[src/rtl/hssi_kpi_monitor.sv]
// hssi_kpi_monitor
//   Passive KPI tap on the HE-HSSI user-clock AXI-Stream path. It watches
//   each transfer without driving the stream. It counts completed packets,
//   payload bytes, length mismatches and sink-flagged errors. It also
//   measures the cycle window from the first beat to the final EOP, which
//   software uses to compute achieved throughput.
//
// Ports
//   clk, rst              user clock, asynchronous active-high reset
//   start                 one-cycle pulse: clear all counters and arm
//   num_pkt_exp           packet count that completes a measurement
//   pkt_len_exp           expected bytes per packet
//   len_chk_en            enable per-packet length check
//   axis_tvalid/tready    tapped handshake (beat = tvalid & tready)
//   axis_tdata            tapped data (not inspected)
//   axis_tkeep            byte enables, need not be contiguous
//   axis_tlast            end of packet
//   axis_tuser_err        sink error flag, sampled on the tlast beat
//   busy / done / timeout measurement status
//   pkt_cnt, byte_cnt, cycle_cnt, len_err_cnt, usr_err_cnt   saturating KPIs
module hssi_kpi_monitor #(
  parameter int DATA_W      = 64,
  parameter int PKT_CNT_W   = 32,
  parameter int WIDE_CNT_W  = 48,
  parameter int TIMEOUT_CYC = 4096
) (
  input  logic                  clk,
  input  logic                  rst,
  input  logic                  start,
  input  logic [31:0]           num_pkt_exp,
  input  logic [15:0]           pkt_len_exp,
  input  logic                  len_chk_en,
  input  logic                  axis_tvalid,
  input  logic                  axis_tready,
  input  logic [DATA_W-1:0]     axis_tdata,
  input  logic [DATA_W/8-1:0]   axis_tkeep,
  input  logic                  axis_tlast,
  input  logic                  axis_tuser_err,
  output logic                  busy,
  output logic                  done,
  output logic                  timeout,
  output logic [PKT_CNT_W-1:0]  pkt_cnt,
  output logic [WIDE_CNT_W-1:0] byte_cnt,
  output logic [WIDE_CNT_W-1:0] cycle_cnt,
  output logic [PKT_CNT_W-1:0]  len_err_cnt,
  output logic [PKT_CNT_W-1:0]  usr_err_cnt
);

  localparam int KEEP_W = DATA_W / 8;
  localparam int BCNT_W = $clog2(KEEP_W + 1);
  // One bit wider than pkt_len_exp so a saturated accumulator can never
  // alias a legal expected length.
  localparam int PB_W   = 17;
  localparam int IDLE_W = $clog2(TIMEOUT_CYC + 1);
  localparam int CMP_W  = (PKT_CNT_W > 32) ? PKT_CNT_W : 32;

  typedef enum logic [1:0] {
    S_IDLE    = 2'd0,
    S_ARMED   = 2'd1,
    S_MEASURE = 2'd2,
    S_DONE    = 2'd3
  } state_t;

  state_t                state_q, state_d;
  logic [PKT_CNT_W-1:0]  pkt_cnt_q, pkt_cnt_d;
  logic [WIDE_CNT_W-1:0] byte_cnt_q, byte_cnt_d;
  logic [WIDE_CNT_W-1:0] cycle_cnt_q, cycle_cnt_d;
  logic [WIDE_CNT_W-1:0] eop_cyc_q, eop_cyc_d;
  logic [PKT_CNT_W-1:0]  len_err_q, len_err_d;
  logic [PKT_CNT_W-1:0]  usr_err_q, usr_err_d;
  logic [PB_W-1:0]       pkt_bytes_q, pkt_bytes_d;
  logic [IDLE_W-1:0]     idle_q, idle_d;
  logic                  timeout_q, timeout_d;

  logic                  beat;
  logic [BCNT_W-1:0]     beat_bytes;
  logic [PKT_CNT_W-1:0]  pkt_new;
  logic [PB_W-1:0]       pkt_sum;
  logic [IDLE_W-1:0]     idle_inc;

  // tdata carries no KPI information; the tap only needs its presence.
  logic unused_tdata;
  assign unused_tdata = ^axis_tdata;

  function automatic logic [WIDE_CNT_W-1:0] sat_add_wide(
    input logic [WIDE_CNT_W-1:0] a,
    input logic [BCNT_W-1:0]     b
  );
    logic [WIDE_CNT_W:0] s;
    s = {1'b0, a} + {{(WIDE_CNT_W + 1 - BCNT_W){1'b0}}, b};
    return s[WIDE_CNT_W] ? {WIDE_CNT_W{1'b1}} : s[WIDE_CNT_W-1:0];
  endfunction

  function automatic logic [PB_W-1:0] sat_add_pb(
    input logic [PB_W-1:0]   a,
    input logic [BCNT_W-1:0] b
  );
    logic [PB_W:0] s;
    s = {1'b0, a} + {{(PB_W + 1 - BCNT_W){1'b0}}, b};
    return s[PB_W] ? {PB_W{1'b1}} : s[PB_W-1:0];
  endfunction

  function automatic logic [PKT_CNT_W-1:0] sat_inc(input logic [PKT_CNT_W-1:0] a);
    return (a == {PKT_CNT_W{1'b1}}) ? a : a + {{(PKT_CNT_W - 1){1'b0}}, 1'b1};
  endfunction

  assign beat = axis_tvalid & axis_tready;

  // Popcount of tkeep; holes in the mask are legal.
  always_comb begin
    beat_bytes = '0;
    for (int i = 0; i < KEEP_W; i++) begin
      beat_bytes = beat_bytes + {{(BCNT_W - 1){1'b0}}, axis_tkeep[i]};
    end
  end

  always_comb begin
    state_d     = state_q;
    pkt_cnt_d   = pkt_cnt_q;
    byte_cnt_d  = byte_cnt_q;
    cycle_cnt_d = cycle_cnt_q;
    eop_cyc_d   = eop_cyc_q;
    len_err_d   = len_err_q;
    usr_err_d   = usr_err_q;
    pkt_bytes_d = pkt_bytes_q;
    idle_d      = idle_q;
    timeout_d   = timeout_q;

    pkt_new  = sat_inc(pkt_cnt_q);
    pkt_sum  = sat_add_pb(pkt_bytes_q, beat_bytes);
    idle_inc = idle_q + {{(IDLE_W - 1){1'b0}}, 1'b1};

    case (state_q)
      S_ARMED, S_MEASURE: begin
        // In ARMED only the first beat opens the window; it counts as cycle 1.
        if (state_q == S_MEASURE || beat) begin
          state_d     = S_MEASURE;
          cycle_cnt_d = sat_add_wide(cycle_cnt_q, {{(BCNT_W - 1){1'b0}}, 1'b1});
          if (beat) begin
            idle_d      = '0;
            byte_cnt_d  = sat_add_wide(byte_cnt_q, beat_bytes);
            pkt_bytes_d = pkt_sum;
            if (axis_tlast) begin
              pkt_cnt_d   = pkt_new;
              pkt_bytes_d = '0;
              // Remember the window end so a later timeout can roll back to it.
              eop_cyc_d   = cycle_cnt_d;
              if (len_chk_en && (pkt_sum != {1'b0, pkt_len_exp})) begin
                len_err_d = sat_inc(len_err_q);
              end
              if (axis_tuser_err) begin
                usr_err_d = sat_inc(usr_err_q);
              end
              if (CMP_W'(pkt_new) == CMP_W'(num_pkt_exp)) begin
                state_d = S_DONE;
              end
            end
          end else begin
            idle_d = idle_inc;
            if (idle_inc == IDLE_W'(TIMEOUT_CYC)) begin
              state_d     = S_DONE;
              timeout_d   = 1'b1;
              cycle_cnt_d = eop_cyc_q;
            end
          end
        end
      end
      default: begin
      end
    endcase

    // start wins in every state and swallows any coincident beat.
    if (start) begin
      pkt_cnt_d   = '0;
      byte_cnt_d  = '0;
      cycle_cnt_d = '0;
      eop_cyc_d   = '0;
      len_err_d   = '0;
      usr_err_d   = '0;
      pkt_bytes_d = '0;
      idle_d      = '0;
      timeout_d   = 1'b0;
      state_d     = (num_pkt_exp == 32'd0) ? S_DONE : S_ARMED;
    end
  end

  always_ff @(posedge clk or posedge rst) begin
    if (rst) begin
      state_q     <= S_IDLE;
      pkt_cnt_q   <= '0;
      byte_cnt_q  <= '0;
      cycle_cnt_q <= '0;
      eop_cyc_q   <= '0;
      len_err_q   <= '0;
      usr_err_q   <= '0;
      pkt_bytes_q <= '0;
      idle_q      <= '0;
      timeout_q   <= 1'b0;
    end else begin
      state_q     <= state_d;
      pkt_cnt_q   <= pkt_cnt_d;
      byte_cnt_q  <= byte_cnt_d;
      cycle_cnt_q <= cycle_cnt_d;
      eop_cyc_q   <= eop_cyc_d;
      len_err_q   <= len_err_d;
      usr_err_q   <= usr_err_d;
      pkt_bytes_q <= pkt_bytes_d;
      idle_q      <= idle_d;
      timeout_q   <= timeout_d;
    end
  end

  assign busy        = (state_q == S_ARMED) || (state_q == S_MEASURE);
  assign done        = (state_q == S_DONE);
  assign timeout     = timeout_q;
  assign pkt_cnt     = pkt_cnt_q;
  assign byte_cnt    = byte_cnt_q;
  assign cycle_cnt   = cycle_cnt_q;
  assign len_err_cnt = len_err_q;
  assign usr_err_cnt = usr_err_q;

endmodule

[config.mk]
export PLATFORM = sky130hd
export DESIGN_NAME = hssi_kpi_monitor
export DESIGN_NICKNAME = d
export VERILOG_FILES = /design/src/rtl/hssi_kpi_monitor.sv
export SDC_FILE = /design/constraint.sdc
export NUM_CORES = 1
export LEC_CHECK = 0
export ABC_AREA = 1
export CAP_MARGIN = 20
export CELL_PAD_IN_SITES_DETAIL_PLACEMENT = 0
export CELL_PAD_IN_SITES_GLOBAL_PLACEMENT = 1
export CORE_ASPECT_RATIO = 0.7
export CORE_MARGIN = 4
export CORE_UTILIZATION = 38
export DETAILED_ROUTE_END_ITERATION = 16
export HOLD_SLACK_MARGIN = 0.1
export PLACE_DENSITY_LB_ADDON = 0.1
export SKIP_LAST_GASP = 1
export SYNTH_ARGS = -nofsm -noshare
export SYNTH_HDL_FRONTEND = slang
export SYNTH_SLANG_ARGS = --single-unit
[constraint.sdc]
create_clock -name clk -period 12.8 [get_ports clk]
set_input_delay 2.56 -clock clk [delete_from_list [all_inputs] [get_ports clk]]
set_output_delay 2.56 -clock clk [all_outputs]
set_load 0.01 [all_outputs]
# After elaboration in Yosys (flattened, before gate mapping)
# Index checks and enable logic that the tools add are counted.
# word_totals
reg_bits	273
output_inout_bits	195
wordCells	114
# op_classes
add_sub_neg	14
n_eq_ne	12
n_mux	59
bitwise_logic	1
n_reduce_logical	18
# ops
cell	count
$mux 48	16
$mux 32	20
$mux 17	6
$add 32x1->32 const B	3
$eq 32x32->1 const B	3
$mux 13	4
$add 48x1->49 const B	1
$add 48x4->49	1
$eq 32x32->1	1
$logic_not 32->1	1
$add 17x4->18	1
$ne 17x16->1	1
$add 4x1->4	4
$reduce_bool 2->1	7
$add 13x1->13 const B	1
$eq 13x13->1 const B	1
$reduce_and 6->1	2
$mux 2	5
$mux 1	8
$reduce_and 4->1	2
$ne 2x2->1 const B	3
$add 3x1->4	1
$eq 2x2->1 const B	2
$add 2x1->3	1
other kinds (8)	9

# Longest topological paths before layout
# depth
word_depth	17
depth_mapped	29
mapped_depth_nobuf	28

# Least setup slack after synthesis
# No wires, ideal clock.
# synth_path
kind	input port to flip-flop
startpoint	input axis_tkeep[0]
endpoint	register len_err_q[21] (netlist: len_err_cnt[21])
setup_time_ns	0.117
arrival_time_ns	6.705
required_ns	12.683
slack_ns	5.978
cell_stages	26
n_path_buf	1
path_cell_list	inv_1 > fa_1 > fa_1 > fa_1 > inv_1 > ha_1 > fa_1 > inv_1 > fa_1 > inv_1 > nand3_1 > nand2_1 > nand2_1 > o21ai_1 > nand2_1 > nor2_2 > nand3_1 > nor2_1 > nand2_1 > nor2_2 > nand2_2 > nand3_4 > nand2_4 > buf_6 > nand2_1 > nand2_1
# synth_between
elab_chain_cells	13
# synth_lines
element	line	source
from (decl)	36	input logic [DATA_W/8-1:0] axis_tkeep,
$add 1x1->2	113	beat_bytes = beat_bytes + {{(BCNT_W - 1){1'b0}}, axis_tkeep[i]};
$add 2x1->3	113	
$add 3x1->4	113	
$add 4x1->4 (4 in series)	113	
$add 17x4->18	99	s = {1'b0, a} + {{(PB_W + 1 - BCNT_W){1'b0}}, b};
$mux 17	100	return s[PB_W] ? {PB_W{1'b1}} : s[PB_W-1:0];
$ne 17x16->1	148	if (len_chk_en && (pkt_sum != {1'b0, pkt_len_exp})) begin
$logic_and 1x1->1	148	
$reduce_bool 2->1 (no source line)	n/a	
$reduce_and 6->1 (no source line)	n/a	
to (signal assigned)	205	len_err_q <= len_err_d;
to (decl)	69	logic [PKT_CNT_W-1:0] len_err_q, len_err_d;
# No other way between the ends.
# A chain may end at the register's enable or synchronous reset.

# Final worst setup path
# layout_path
startpoint	input axis_tkeep[0]
endpoint	register len_err_q[5] (netlist: len_err_cnt[5])
# Same word-level chain as after synthesis.

==> run metrics <==
pins over their slew limit=0; drt via density=5.24; Max Clk Rate=0.127 GHz; Total GRT Usage=24.5%; synth top area cells=dfrtp_1 37%, nand2_1 18%, nand3_1 7.8%; Initial Util=38.5%; CTS tree=yes; Max Cap Viol=0; clk buf depth=3; Row Count=67; Clock Skew=0.0177 ns; crit path max-delay cell type=fa_1; post-DP HPWL=46.4 mm; total congestion overflow=0; first-pass GRT wire length=104 mm; Setup WS post-layout=4.95 ns; Layout Cells excl Fill=3645; pwr/cell area=97.1 nW/um^2; Design Area, Final=22700 sq um; critical path launch point type=input port; Final #Nets=3120; Synth top area share=36.9%; Layout Area Growth over Synthesis=22.6%; critical path's most frequent cell=nand2_1; VDD IR-drop max=65.5 uV; min cycle time layout=7.85 ns; largest net degree at the start of global routing=155; post-synth top area cell=dfrtp_1; Slew Limit Headroom=25.0%; Leak=10.1 nW; Placement Cell Area=21600 sq um; CORE AREA=48000 sq um; Max FO, Critical Path=33; post-cts sizing count=0; WL final=64.8 mm; setup total negative slack=0 ns; die area=52400 sq um; # hold bufs at CTS=0; status=finished, final reports clean; clock-pin transition on the worst setup and hold timing paths=0.06 ns; initial antenna violation count=0; DP Cell Count=3587; worst stage delay on the critical path=0.55 ns; Die W=272 um; Synth Instances=2749; number of global-route vias before repair=18227; synthesized cell area=18500 sq um; WP buf/inv=4; Syn. warnings=0; multi-input logic area=10100 sq um; final hold violation count=0; Routed Antenna Nets=0; Storage cell area=6830 sq um; routed length per placed instance=17.8 um; register bit total from synthesis=273; setup bufs post-CTS=0; Setup crit end kind=register; Clock Sinks=273; CTS Buf Count=34; H-Tree Depth=2; DR pass1 iterations=8; Final period util=61.3%; Seq/Total Area, Yosys=36.9%; Filler cells=4916; Final setup viols=0; Die Y=193 um; Initial DRC Count=1483; ANT cells=0; share of cells above drive strength 1=3.98%; RSZ-0062 raised after global routing=false; Min Hold Slack=0.486 ns; WS Path Type=in -> reg; Vias=19094; worst min-delay path category=reg -> reg; Ports=323; clk root buf=clkbuf_16; pre-CTS setup slack=4.41 ns; IO Port Bufs=258; Unique masters post-synth=49; Final Wtd Congestion=0.910; Worst Max-Slew Pin Slew=1.13 ns; WP data required=13.21 ns; syn nets=2901; Syn Area/Cell=6.73 sq um; clock latency at the later pin of the worst-skew pair=0.52 ns; Arrival @ worst endpoint=8.26 ns; crit-path leading delay family=adder cells; DRC=0
-- Yosys cell counts (all sizes together) --
master	n
o21a	1
nor4b	2
o211ai	27
or2	8
a31oi	5
dfrtp	273
o31a	1
nand3b	6
nand2	912
nand4	79
clkinv	1
and3	5
nor3b	4
a21oi	34
buf	25
nor3	81
xnor2	29
inv	306
o21ai	133
o211a	1
nor4	36
clkbuf	61
a211oi	1
o22ai	14
nand3	295
o31ai	10
and3b	1
nor2	287
a32o	3
and2	1
xor2	81
ha	18
dlygate4sd3	2
fa	6
-- flip-flops by register name, summed over array words and instances, names as in the netlist, 2 cells and up --
| register | flops |
|---|---|
| byte_cnt | 48 |
| cycle_cnt | 48 |
| eop_cyc_q | 48 |
| len_err_cnt | 32 |
| pkt_cnt | 32 |
| usr_err_cnt | 32 |
| pkt_bytes_q | 17 |
| idle_q | 13 |
| state_q | 2 |
-- kinds of logic after synthesis --
family / Yosys count / synth area share (%)
xor gates and xnor gates: 110 / 5.21
DFF: 273 / 36.9
adders and majority gates: 24 / 1.87
AOI/OAI and AO/OA: 230 / 7.02
buffers and inverters: 395 / 8.69
and+or+nand+nor: 1717 / 40.3
-- final timing paths --
path	endpoint	slack, ns	depth (start not counted)	startpoint
hold / removal	cycle_cnt[4]	0.49	2	eop_cyc_q[4]
hold reg to reg	cycle_cnt[4]	0.49	2	eop_cyc_q[4]
min in group asynchronous	usr_err_cnt[18]	2.63	2	rst
max in group asynchronous	eop_cyc_q[0]	8.71	3	rst
setup / recovery	len_err_cnt[5]	4.95	29	axis_tkeep[0]
setup reg to reg	usr_err_cnt[8]	8.26	14	state_q[0]
-- tightest hold or removal path: stages, from the launching register on --
cell and delay (ns):
dfrtp_1 0.34, nand2_1 0.06, nand3_1 0.07
-- cell usage in the layout (no fill, tap or decap), drive strengths merged, types with 18 or more instances in the layout --
master / netlist / layout
nor4: 36 / 36
a21oi: 34 / 34
nand3: 295 / 295
ha: 18 / 18
xor2: 81 / 81
dfrtp: 273 / 273
inv: 306 / 306
o211ai: 27 / 27
o21ai: 133 / 133
nor3: 81 / 81
nor2: 287 / 287
nand2: 912 / 912
xnor2: 29 / 29
nand4: 79 / 79
clkdlybuf4s50: 0 / 257
clkbuf: 61 / 49
-- through the flow --
stage	utilization, %	power [mW]
6_report	47.2	2.20
5_1_grt	47.2	2.31
4_1_cts	47.2	2.24
3_5_place_dp	45.0	1.27
3_3_place_gp	45.0	1.27
2_1_floorplan	-	1.13
-- per-layer routing --
| layer | track usage, % | part of all wire [%] | up-vias | wire [um] |
|---|---|---|---|---|
| met2 | 36.2 | 42 | 610 | 27100 |
| li1 | - | - | 9366 | - |
| met1 | 38.1 | 50 | 9054 | 32300 |
| met3 | 3.23 | 6.7 | 64 | 4330 |
| met5 | 0 | 0 | - | 0 |
| met4 | 5.28 | 1.7 | 0 | 1090 |
-- area by class of cell --
class	count	area share [%]
flip-flops and latches	273	30.1
multi-input cells	2081	44.5
clock inverters	9	0.347
inverters	307	5.12
well taps	655	3.61
repair buffers	271	11.9
clock buffers	49	4.36
-- report_power, final --
group | leakage (nW) | switching [mW] | total (mW) | internal (mW)
sequential | 3.80 | 0.0227 | 0.906 | 0.883
combinational | 5.74 | 0.229 | 0.344 | 0.115
clock | 0.522 | 0.396 | 0.952 | 0.556
total | 10.1 | 0.648 | 2.20 | 1.55
No activity file was read; power rests on OpenSTA's default activity.
